File: src/rtl/fifo_pop_ctrl.sv
// fifo_pop_ctrl: read-side controller between a QoS class FIFO and the arbiter
// queue. It pops the source FIFO and forwards words downstream through a skid
// buffer that absorbs the source's 1-cycle read latency.
//
// Ports:
//   CLOCK, RESET      rising-edge clock, asynchronous active-high reset
//   ENABLE            1 = fetch from source, 0 = stop popping and drain
//   EMPTY, DATO_IN    source FIFO status and read data (valid cycle after POP)
//   POP               pop request to source FIFO
//   DEST_FULL         downstream FIFO full
//   PUSH_OUT, DATO_OUT  push strobe and data to downstream FIFO
//   IDLE              FSM idle, nothing in flight, skid empty
//   POP_COUNT         words forwarded, 8-bit wrapping (FIFO_POP_COUNT_EN only)
//
// Optional feature macro: FIFO_POP_COUNT_EN adds the POP_COUNT port/counter.
module fifo_pop_ctrl #(
    parameter int WIDTH      = 4,
    parameter int SKID_DEPTH = 2
) (
    input  logic             CLOCK,
    input  logic             RESET,
    input  logic             ENABLE,
    input  logic             EMPTY,
    input  logic [WIDTH-1:0] DATO_IN,
    output logic             POP,
    input  logic             DEST_FULL,
    output logic             PUSH_OUT,
    output logic [WIDTH-1:0] DATO_OUT,
`ifdef FIFO_POP_COUNT_EN
    output logic             IDLE,
    output logic [7:0]       POP_COUNT
`else
    output logic             IDLE
`endif
);

    localparam int PW = (SKID_DEPTH > 1) ? $clog2(SKID_DEPTH) : 1;
    localparam int OW = $clog2(SKID_DEPTH + 1);

    typedef enum logic [1:0] {
        S_IDLE   = 2'd0,
        S_ACTIVE = 2'd1,
        S_HOLD   = 2'd2,
        S_DRAIN  = 2'd3
    } state_t;

    state_t           state_q, state_d;
    logic [WIDTH-1:0] skid_q [SKID_DEPTH];
    logic [PW-1:0]    rd_ptr_q, wr_ptr_q;
    logic [OW-1:0]    occ_q, occ_d;
    logic             inflight_q;
    logic             cap;
    logic             push;
    logic [OW:0]      fill;
`ifdef FIFO_POP_COUNT_EN
    logic [7:0]       cnt_q;
`endif

    function automatic logic [PW-1:0] ptr_inc(input logic [PW-1:0] p);
        return (p == PW'(SKID_DEPTH - 1)) ? '0 : p + PW'(1);
    endfunction

    // The word popped last cycle lands on DATO_IN now and is captured this edge.
    assign cap  = inflight_q;
    assign push = (occ_q != '0) & ~DEST_FULL;

    // Skid slots committed once this cycle's push leaves; a new pop must fit.
    assign fill = (OW+1)'(occ_q) + (OW+1)'(inflight_q) - (OW+1)'(push);

    assign POP = ENABLE & ~EMPTY & (state_q == S_ACTIVE)
               & (fill < (OW+1)'(SKID_DEPTH));

    assign PUSH_OUT = push;
    assign DATO_OUT = (occ_q != '0) ? skid_q[rd_ptr_q] : '0;
    assign IDLE     = (state_q == S_IDLE) & (occ_q == '0) & ~inflight_q;
    assign occ_d    = occ_q + OW'(cap) - OW'(push);

    always_comb begin
        state_d = state_q;
        unique case (state_q)
            S_IDLE: begin
                if (ENABLE && !EMPTY) state_d = S_ACTIVE;
            end
            S_ACTIVE: begin
                if (!ENABLE)
                    state_d = S_DRAIN;
                else if (DEST_FULL && occ_q == OW'(SKID_DEPTH))
                    state_d = S_HOLD;
                else if (EMPTY && occ_q == '0 && !inflight_q)
                    state_d = S_IDLE;
            end
            S_HOLD: begin
                if (!DEST_FULL) state_d = ENABLE ? S_ACTIVE : S_DRAIN;
            end
            S_DRAIN: begin
                if (occ_q == '0 && !inflight_q) state_d = S_IDLE;
            end
        endcase
    end

    always_ff @(posedge CLOCK or posedge RESET) begin
        if (RESET) begin
            state_q    <= S_IDLE;
            occ_q      <= '0;
            inflight_q <= 1'b0;
            rd_ptr_q   <= '0;
            wr_ptr_q   <= '0;
`ifdef FIFO_POP_COUNT_EN
            cnt_q      <= 8'd0;
`endif
        end else begin
            state_q    <= state_d;
            occ_q      <= occ_d;
            inflight_q <= POP;
            if (cap)  wr_ptr_q <= ptr_inc(wr_ptr_q);
            if (push) rd_ptr_q <= ptr_inc(rd_ptr_q);
`ifdef FIFO_POP_COUNT_EN
            if (push) cnt_q <= cnt_q + 8'd1;
`endif
        end
    end

    // Storage needs no reset: DATO_OUT is gated by occupancy.
    always_ff @(posedge CLOCK) begin
        if (cap) skid_q[wr_ptr_q] <= DATO_IN;
    end

`ifdef FIFO_POP_COUNT_EN
    assign POP_COUNT = cnt_q;
`endif

endmodule

File: config.mk
export PLATFORM = sky130hd
export DESIGN_NAME = fifo_pop_ctrl
export DESIGN_NICKNAME = d
export VERILOG_FILES = /design/src/rtl/fifo_pop_ctrl.sv
export SDC_FILE = /design/constraint.sdc
export NUM_CORES = 1
export LEC_CHECK = 0
export ABC_AREA = 1
export CORE_UTILIZATION = 45
export CTS_CLUSTER_DIAMETER = 80
export DETAILED_ROUTE_END_ITERATION = 10
export GPL_TIMING_DRIVEN = 0
export HOLD_SLACK_MARGIN = 0.15
export PLACE_DENSITY = 0.72
export SYNTH_ARGS = -nofsm -noshare
export SYNTH_HDL_FRONTEND = slang
export SYNTH_SLANG_ARGS = --single-unit
File: constraint.sdc
create_clock -name CLOCK -period 3.9 [get_ports CLOCK]
set_clock_uncertainty 0.1 [all_clocks]
set_input_delay 1.17 -clock CLOCK [delete_from_list [all_inputs] [get_ports CLOCK]]
set_output_delay 1.17 -clock CLOCK [all_outputs]
set_load 0.05 [all_outputs]
======== After elaboration in Yosys (flattened, before gate mapping) ========
Memories as Yosys holds them, arrays and structs flattened.
Index checks and enable logic that the tools add are counted.
cells by class
  mux-type cells .......................... 13
  equality and inequality tests ........... 8
  bitwise logic cells ..................... 9
  add/sub/neg operators ................... 6
  reductions and logical operators ........ 11
  order comparisons ....................... 1
operators by type and width
  operator               number
  $mux W2                7
  $pmux W2 S4            1
  $and A1 B1 Y1          6
  $eq A2 B2 Y1 const B   3
  $logic_and A1 B1 Y1    5
  $logic_not A2 Y1       2
  $mux W1                4
  $mux W4                1
  $ne A2 B2 Y1 const B   2
  $ne A4 B2 Y1 const B   1
  $reduce_and A4 Y1      1
  $add A2 B1 Y3          1
  $lt A3 B2 Y1 const B   1
  $not A1 Y1             3
  $sub A3 B1 Y3          1
  $add A1 B1 Y1 const B  2
  $add A2 B1 Y2          1
  $eq A2 B1 Y1 const B   1
  $logic_not A1 Y1       2
  $ne A2 B1 Y1 const B   1
  $reduce_bool A2 Y1     1
  $sub A2 B1 Y2          1
storage, ports and cells
  memory bits (writable) .................. 8
  memories kept ........................... 1
  input port bits ......................... 9
  register bits ........................... 7
  output and inout bits ................... 7
memories
  name    words  width  read ports  clocked after Yosys merged registers in  wr ports  line  source
  skid_q  2      4      1           0                                        1         48    logic [WIDTH-1:0] skid_q [SKID_DEPTH];

======== Logic depth before layout (Yosys ltp) ========
Gate-level depths: netlist of the first run.
  depth in word-level cells ............... 7
  gate-level depth with buffers ........... 8
  gate-level depth less buffers ........... 8

======== Least setup slack after synthesis of the first run ========
OpenSTA, ideal clock, no wires.
  path kind ............................... input-to-output
  start ................................... in DEST_FULL
  end ..................................... out POP
  data arrival time ....................... 4.218 ns
  buffers on the path ..................... 0
  path slack .............................. -1.588 ns
  stages on the path ...................... 6
  cells stage by stage .................... nor2_2 -> ha_1 -> inv_1 -> ha_1 -> fa_1 -> nor4_1
on the way
  word-level cells in the longest chain between the ends .. 5
ends and longest elaborated chain
  item             line  source
  start, declared  26    input logic DEST_FULL,
  $not A1 Y1       65    assign push = (occ_q != '0) & ~DEST_FULL;
  $and A1 B1 Y1    65
  $sub A3 B1 Y3    68    assign fill = (OW+1)'(occ_q) + (OW+1)'(inflight_q) - (OW+1)'(push);
  net fill[1]      54    logic [OW:0] fill;
  $lt A3 B2 Y1     71    & (fill < (OW+1)'(SKID_DEPTH));
  $and A1 B1 Y1    71
  end, declared    25    output logic POP,
The timed path passes the listed nets, and every way through them passes these cells.

======== Worst setup path after layout of the first run ========
Ends and elaborated chain as after synthesis.

==> results.tsv, run 1 <==
stage	metric	value	unit
final_layout	post-route cell area	0.00103	mm^2
global_routing	initial antenna violation count	0	
sta	unrepaired setup endpoints after global routing	true	
synth	synthesized area	749	um^2
floorplanning	Core Region	0.00152	mm^2
synth	sequential area share after synthesis	55.4	%
sta	worst rel slew slack	66.8	%
drt	WL/cell	12.7	um
global_routing	largest net degree at the start of global routing	10	
clock_tree	Sink Count	15	
floorplanning	Initial Utilization	49.2	%
synth	top_reg_cell synth	edfxtp_1	
clock_tree	Num CTS Buffers	3	
drt	1st-iter DRT viols	22	
global_routing	gr ovfl total	0	
clock_tree	Worst-Skew Late Latency	280	ps
synth	Avg Cell Area, Syn	9.61	um^2
sta	f_max	0.255	GHz
global_routing	GRT Total Usage	19.6	%
sta	Final Max Slew Viols	0	
job	max-cap viol count	0	
clock_tree	clock buffer depth	2	
drt	final antenna-violating net count	0	
placed_design	placed insts	109	
floorplanning	die extent in y	42.8	um
synth	largest area contributor in the netlist	edfxtp_1	
final_layout	ANT cells	0	
drt	Initial DRT Pass Iterations	4	
worst_setup_path	crit path buf inv count	3	
sta	Tightest Pin Transition	497	ps
drt	routed vias	575	
sta	min Tclk post-route	3930	ps
placed_design	DP HPWL	1080	um
worst_setup_path	WP data required	2630	ps
synth	Synth area leaders	edfxtp_1 32%, dfrtp_1 23%, nand2_1 11%	
global_routing	vias in the first global route	588	
floorplanning	die width	42.8	um
clock_tree	Worst-path clk slew	90	ps
final_layout	fin util	67.7	%
worst_setup_path	CP Class	input pin to output port	
drt	drt drc	0	
worst_setup_path	CP cell instances	buf_8 -> nor2_4 -> ha_4 -> inv_2 -> ha_4 -> fa_2 -> nor4_4 -> buf_6	
worst_setup_path	CP Capture Type	output port	
placed_design	post-place instance area	940	um^2
floorplanning	boundary pin count	16	
synth	async set-reset flop share out of synthesis	46.7	%
synth	Post-synth EDFFs	8	
worst_setup_path	Crit path top cell by count	ha_4	
sta	Finish-stage setup viols	1	
placed_design	Routability Congestion	0.760	
power_and_ir_drop	Power Total	0.810	mW
worst_setup_path	Worst path slowest cell	fa_2	
sta	PnR worst setup slack	-27.5	ps
worst_hold_path	HP Class	register to register	
drt	vias per std cell	4.96	
global_routing	first-pass GRT wire length	2570	um
clock_tree	H-tree levels	1	
clock_tree	TritonCTS clock tree	done	
sta	endpoints failing hold	0	
floorplanning	row cnt	14	
synth	Syn. warnings	0	
synth	Post-synth top cells	21 x nand2_1, 12 x inv_1, 8 x edfxtp_1, 7 x dfrtp_1, 6 x nand3_1	
synth	flops & latches, synth	15	
synth	top-count cell post-synth	nand2_1	
power_and_ir_drop	P_leak	0.464	nW
synth	Synth top area share	32.1	%
worst_setup_path	Startpoint Class	input pin	
power_and_ir_drop	Max rail drop VDD	0.000443	V
power_and_ir_drop	pwr/cell area	785	mW/mm^2
worst_setup_path	arrival time at the worst endpoint	2660	ps
drt	WL final	1470	um
final_layout	layout cells sized above 1	22.0	%
status	status	complete, but fails checks	
sta	crit share post-route	101	%
final_layout	fin cells	116	
floorplanning	DIE AREA	0.00183	mm^2
final_layout	Final #Nets	113	
worst_setup_path	Critical Path Max Stage Delay	450	ps
worst_setup_path	crit-path leading delay family	adder cells	
status	failing checks	negative setup slack	
synth	synthesized instance count	78	
final_layout	layout overhead on the synthesized area	37.6	%
synth	Synth cell types	19	
clock_tree	CTS root buf	clkbuf_4	
placed_design	Port Buffer Count	15	
synth	Post-Syn Nets	90	
worst_setup_path	worst-path maximum fanout	2	
cell families (layout without fill, tap and decap cells):
kind of cell | count (synthesis) | count (layout) | synth area share, %
and+or+nand+nor | 37 | 37 | 23.4
DFF | 15 | 15 | 55.4
buffers and inverters | 13 | 35 | 6.51
AOI/OAI and AO/OA | 7 | 7 | 5.18
adders and majority gates | 3 | 3 | 6.01
xor gates and xnor gates | 3 | 3 | 3.51
through the flow:
stage | setup slack (ps) | hold slack (ps) | setup TNS, ps
floorplan | -404 | 361 | -404
global placement | -1240 | 374 | -1240
detailed placement | -1250 | 392 | -1250
CTS | -110 | 409 | -110
global route | -85.9 | 428 | -85.9
finish | -27.5 | 402 | -27.5
per-layer routing:
| layer | GRT usage (%) | up-vias | share of wire (%) |
|---|---|---|---|
| met5 | 0 | - | 0 |
| met4 | 9.38 | 0 | 1.0 |
| met3 | 6.81 | 2 | 5.2 |
| met2 | 29.7 | 16 | 48 |
| met1 | 24.9 | 263 | 46 |
| li1 | - | 294 | - |
what timing repair did:
item | 4_1_cts | 5_1_grt
buffers inserted | 3 | 0
pin swaps | 5 | 3
gates resized for setup | 17 | 3
setup endpoints to repair | 1 | 1
hold buffers | 0 | 0
final timing paths:
check / cells past startpoint / start / slack (ps) / endpoint
max: 8 / DEST_FULL / -30 / POP
min: 1 / wr_ptr_q / 400 / wr_ptr_q
max reg2reg: 8 / occ_q[1] / 1620 / cap
min reg2reg: 1 / wr_ptr_q / 400 / wr_ptr_q
max in group asynchronous: 2 / RESET / 2450 / wr_ptr_q
min in group asynchronous: 2 / RESET / 1030 / state_q[0]
sequential cells by signal (all words and copies together) (netlist names):
name      cells
cap           1
occ_q         2
rd_ptr_q      1
skid_q        8
state_q       2
wr_ptr_q      1
cell type report:
class / count / area [um^2]
clock buffers: 3 / 22.5
repair buffers: 18 / 179
multi-input cells: 50 / 340
fillers: 117 / 493
well taps: 16 / 20.0
clock inverters: 1 / 5.00
flip-flops and latches: 15 / 415
inverters: 13 / 48.8
cell usage in the layout, fill, tap and decap left out:
| cell | netlist | layout |
|---|---|---|
| a21oi_1 | 4 | 4 |
| a21oi_2 | 1 | 1 |
| buf_4 | 0 | 3 |
| buf_6 | 0 | 1 |
| buf_8 | 0 | 1 |
| clkbuf_4 | 0 | 3 |
| clkdlybuf4s50_1 | 0 | 13 |
| clkinv_2 | 0 | 1 |
| dfrtp_1 | 7 | 7 |
| edfxtp_1 | 8 | 8 |
| fa_2 | 0 | 1 |
| ha_4 | 0 | 2 |
| inv_1 | 12 | 11 |
| inv_2 | 1 | 2 |
| nand2_1 | 21 | 21 |
| nand2_2 | 1 | 1 |
| nand3_1 | 6 | 6 |
| nand3_2 | 1 | 1 |
| nor2_1 | 4 | 4 |
| nor2_4 | 2 | 3 |
| nor4_4 | 0 | 1 |
| o21ai_0 | 2 | 2 |
| xnor2_2 | 0 | 1 |
| xor2_1 | 2 | 2 |
power by group:
part	switching, mW	internal [mW]
logic	0.282	0.178
registers	0.0541	0.208
clock network	0.0492	0.0380
total	0.386	0.424
No activity file was read; power rests on OpenSTA's default activity.
==> run 2, diff against run 1 <==
CORE_UTILIZATION = 48   (was 45)
PLACE_DENSITY = 0.73   (was 0.72)
==> run 2 against run 1 <==
- the run still ends with negative setup slack left
- worst setup slack got worse by 31 ps
- die area fell by 6.0%
- sequential share of layout area fell by 0.48 points
- design area rose by 1.2%
- highest routed layer is now met3
==> results.tsv, run 2 (same netlist as run 1, synthesis figures left out) <==
stage	metric	value	unit	change
sta	Hold Worst Slack	406	ps	+4.32 ps
final_layout	most common cell after layout, fill and taps aside	nand2_1		
final_layout	number of flip-flops under the largest register name	8		unchanged
placed_design	Port Buffer Count	15		unchanged
status	status	complete, but fails checks		
worst_setup_path	worst-path maximum fanout	2		unchanged
final_layout	fin util	75.5	%	+7.8 points
worst_setup_path	WP data required	2630	ps	about the same
global_routing	GRT Total Usage	19.2	%	-0.43 points
clock_tree	CTS root buf	clkbuf_4		
power_and_ir_drop	Power Total	0.817	mW	+0.95%
global_routing	vias in the first global route	541		-8.0%
clock_tree	TritonCTS clock tree	done		
floorplanning	row cnt	13		-1
worst_setup_path	Startpoint Class	input pin		
sta	endpoints failing hold	0		unchanged
clock_tree	Worst-Skew Late Latency	270	ps	about the same
power_and_ir_drop	pwr/cell area	783	mW/mm^2	-0.26%
drt	drt drc	0		unchanged
final_layout	ANT cells	0		unchanged
sta	unrepaired setup endpoints after global routing	true		
clock_tree	H-tree levels	1		unchanged
global_routing	gr ovfl total	0		unchanged
clock_tree	Worst-path clk slew	80	ps	about the same
sta	Tightest Pin Transition	493	ps	-3.24 ps
floorplanning	die width	41.5	um	-3.0%
floorplanning	Core Region	0.00138	mm^2	-9.3%
final_layout	most flop-heavy register	skid_q		
drt	WL/cell	12.8	um	+1.2%
global_routing	largest net degree at the start of global routing	9		-1
worst_setup_path	CP Capture Type	output port		
status	failing checks	negative setup slack		
drt	WL final	1500	um	+2.1%
final_layout	largest registers	skid_q x8, occ_q x2, state_q x2		
placed_design	placed insts	108		-0.92%
final_layout	Final #Nets	115		+1.8%
job	max-cap viol count	0		unchanged
worst_hold_path	HP Class	register to register		
sta	min Tclk post-route	3960	ps	+30.9 ps
sta	Finish-stage setup viols	1		unchanged
drt	1st-iter DRT viols	38		+73%
sta	post-route setup TNS	-58.4	ps	-30.9 ps
clock_tree	Sink Count	15		unchanged
floorplanning	boundary pin count	16		unchanged
final_layout	layout cells sized above 1	22.5	%	+0.55 points
sta	crit share post-route	101	%	+0.79 points
sta	PnR worst setup slack	-58.4	ps	-30.9 ps
sta	f_max	0.253	GHz	-0.78%
clock_tree	Num CTS Buffers	3		unchanged
drt	Initial DRT Pass Iterations	4		unchanged
power_and_ir_drop	Max rail drop VDD	0.000455	V	+2.8%
floorplanning	Initial Utilization	54.2	%	+5.0 points
sta	worst rel slew slack	67.0	%	+0.22 points
power_and_ir_drop	P_leak	0.472	nW	+1.7%
placed_design	Routability Congestion	0.737		-3.0%
clock_tree	clock buffer depth	2		unchanged
drt	routed vias	616		+7.1%
worst_setup_path	CP Class	input pin to output port		
placed_design	DP HPWL	1050	um	-3.0%
clock_tree	Post-CTS Hold Buffers	0		unchanged
sta	Final Max Slew Viols	0		unchanged
floorplanning	DIE AREA	0.00172	mm^2	-6.0%
drt	final antenna-violating net count	0		unchanged
final_layout	most frequent cells in the layout	21 x nand2_1, 13 x clkdlybuf4s50_1, 11 x inv_1, 8 x edfxtp_1, 7 x dfrtp_1		
global_routing	first-pass GRT wire length	2440	um	-4.8%
global_routing	initial antenna violation count	0		unchanged
final_layout	fin cells	117		+0.86%
drt	vias per std cell	5.26		+6.2%
final_layout	layout overhead on the synthesized area	39.2	%	
floorplanning	die extent in y	41.5	um	-3.0%
worst_setup_path	arrival time at the worst endpoint	2690	ps	+30 ps
==> run 2: cell count changes in the layout (fill, tap and decap cells not counted), sizes merged <==
cell    delta
clkbuf     +1
buf        +2
clkinv     -1
==> run 2: worst max-delay path, cell delays in order <==
cell	delay, ps
buf_8	100
nor2_4	100
ha_4	210
inv_2	60
ha_4	120
fa_2	450
nor4_4	270
buf_6	200
==> run 2: repair_timing <==
item | CTS | global route
endpoints found under the setup margin | 1 | 1
endpoints found under the hold margin | 0 | 0
gates resized for setup | 20 | 0
pin swaps | 5 | 3
buffers inserted | 3 | 2
==> run 2: final timing paths <==
path / from / end / slack, ps / depth (start not counted)
worst max-delay path: DEST_FULL / POP / -60 / 8
worst min-delay path: wr_ptr_q / wr_ptr_q / 410 / 1
worst max register to register: occ_q[1] / cap / 1490 / 9
worst min register to register: wr_ptr_q / wr_ptr_q / 410 / 1
max in group asynchronous: RESET / wr_ptr_q / 2440 / 2
min in group asynchronous: RESET / state_q[0] / 1030 / 2
==> run 2: power breakdown <==
part	leakage [nW]	switching [mW]	internal [mW]	total (mW)
sequential	0.158	0.0557	0.208	0.263
clock	0.0150	0.0439	0.0396	0.0835
combinational	0.299	0.287	0.183	0.470
total	0.472	0.387	0.431	0.817
==> run 2: cell type report <==
class	count	area, um^2
clock buffer	4	26.3
tap	15	18.8
multi-input combinational	50	340
timing repair buffer	20	194
inverter	13	48.8
sequential	15	415
fill	93	339
==> run 2: layer usage <==
layer	track usage, %	vias to the layer above	share of wire, %
li1	-	296	-
met1	23.6	296	39
met2	32.5	24	56
met3	6.52	0	5.8
met4	3.87	0	0
met5	0	-	0
==> run 2: through the flow <==
stage / instance area [um^2] / worst slack (ps)
after detailed placement: 938 / -1260
after global placement: 938 / -1250
after floorplan: 769 / -404
after CTS: 1030 / -90.4
final: 1040 / -58.4
after global routing: 1040 / -108
==> run 3, diff against run 2 <==
TNS_END_PERCENT = 30   (was not set)
==> results of run 3 <==
Final layout, timing and power as in run 2 (identical DEF).
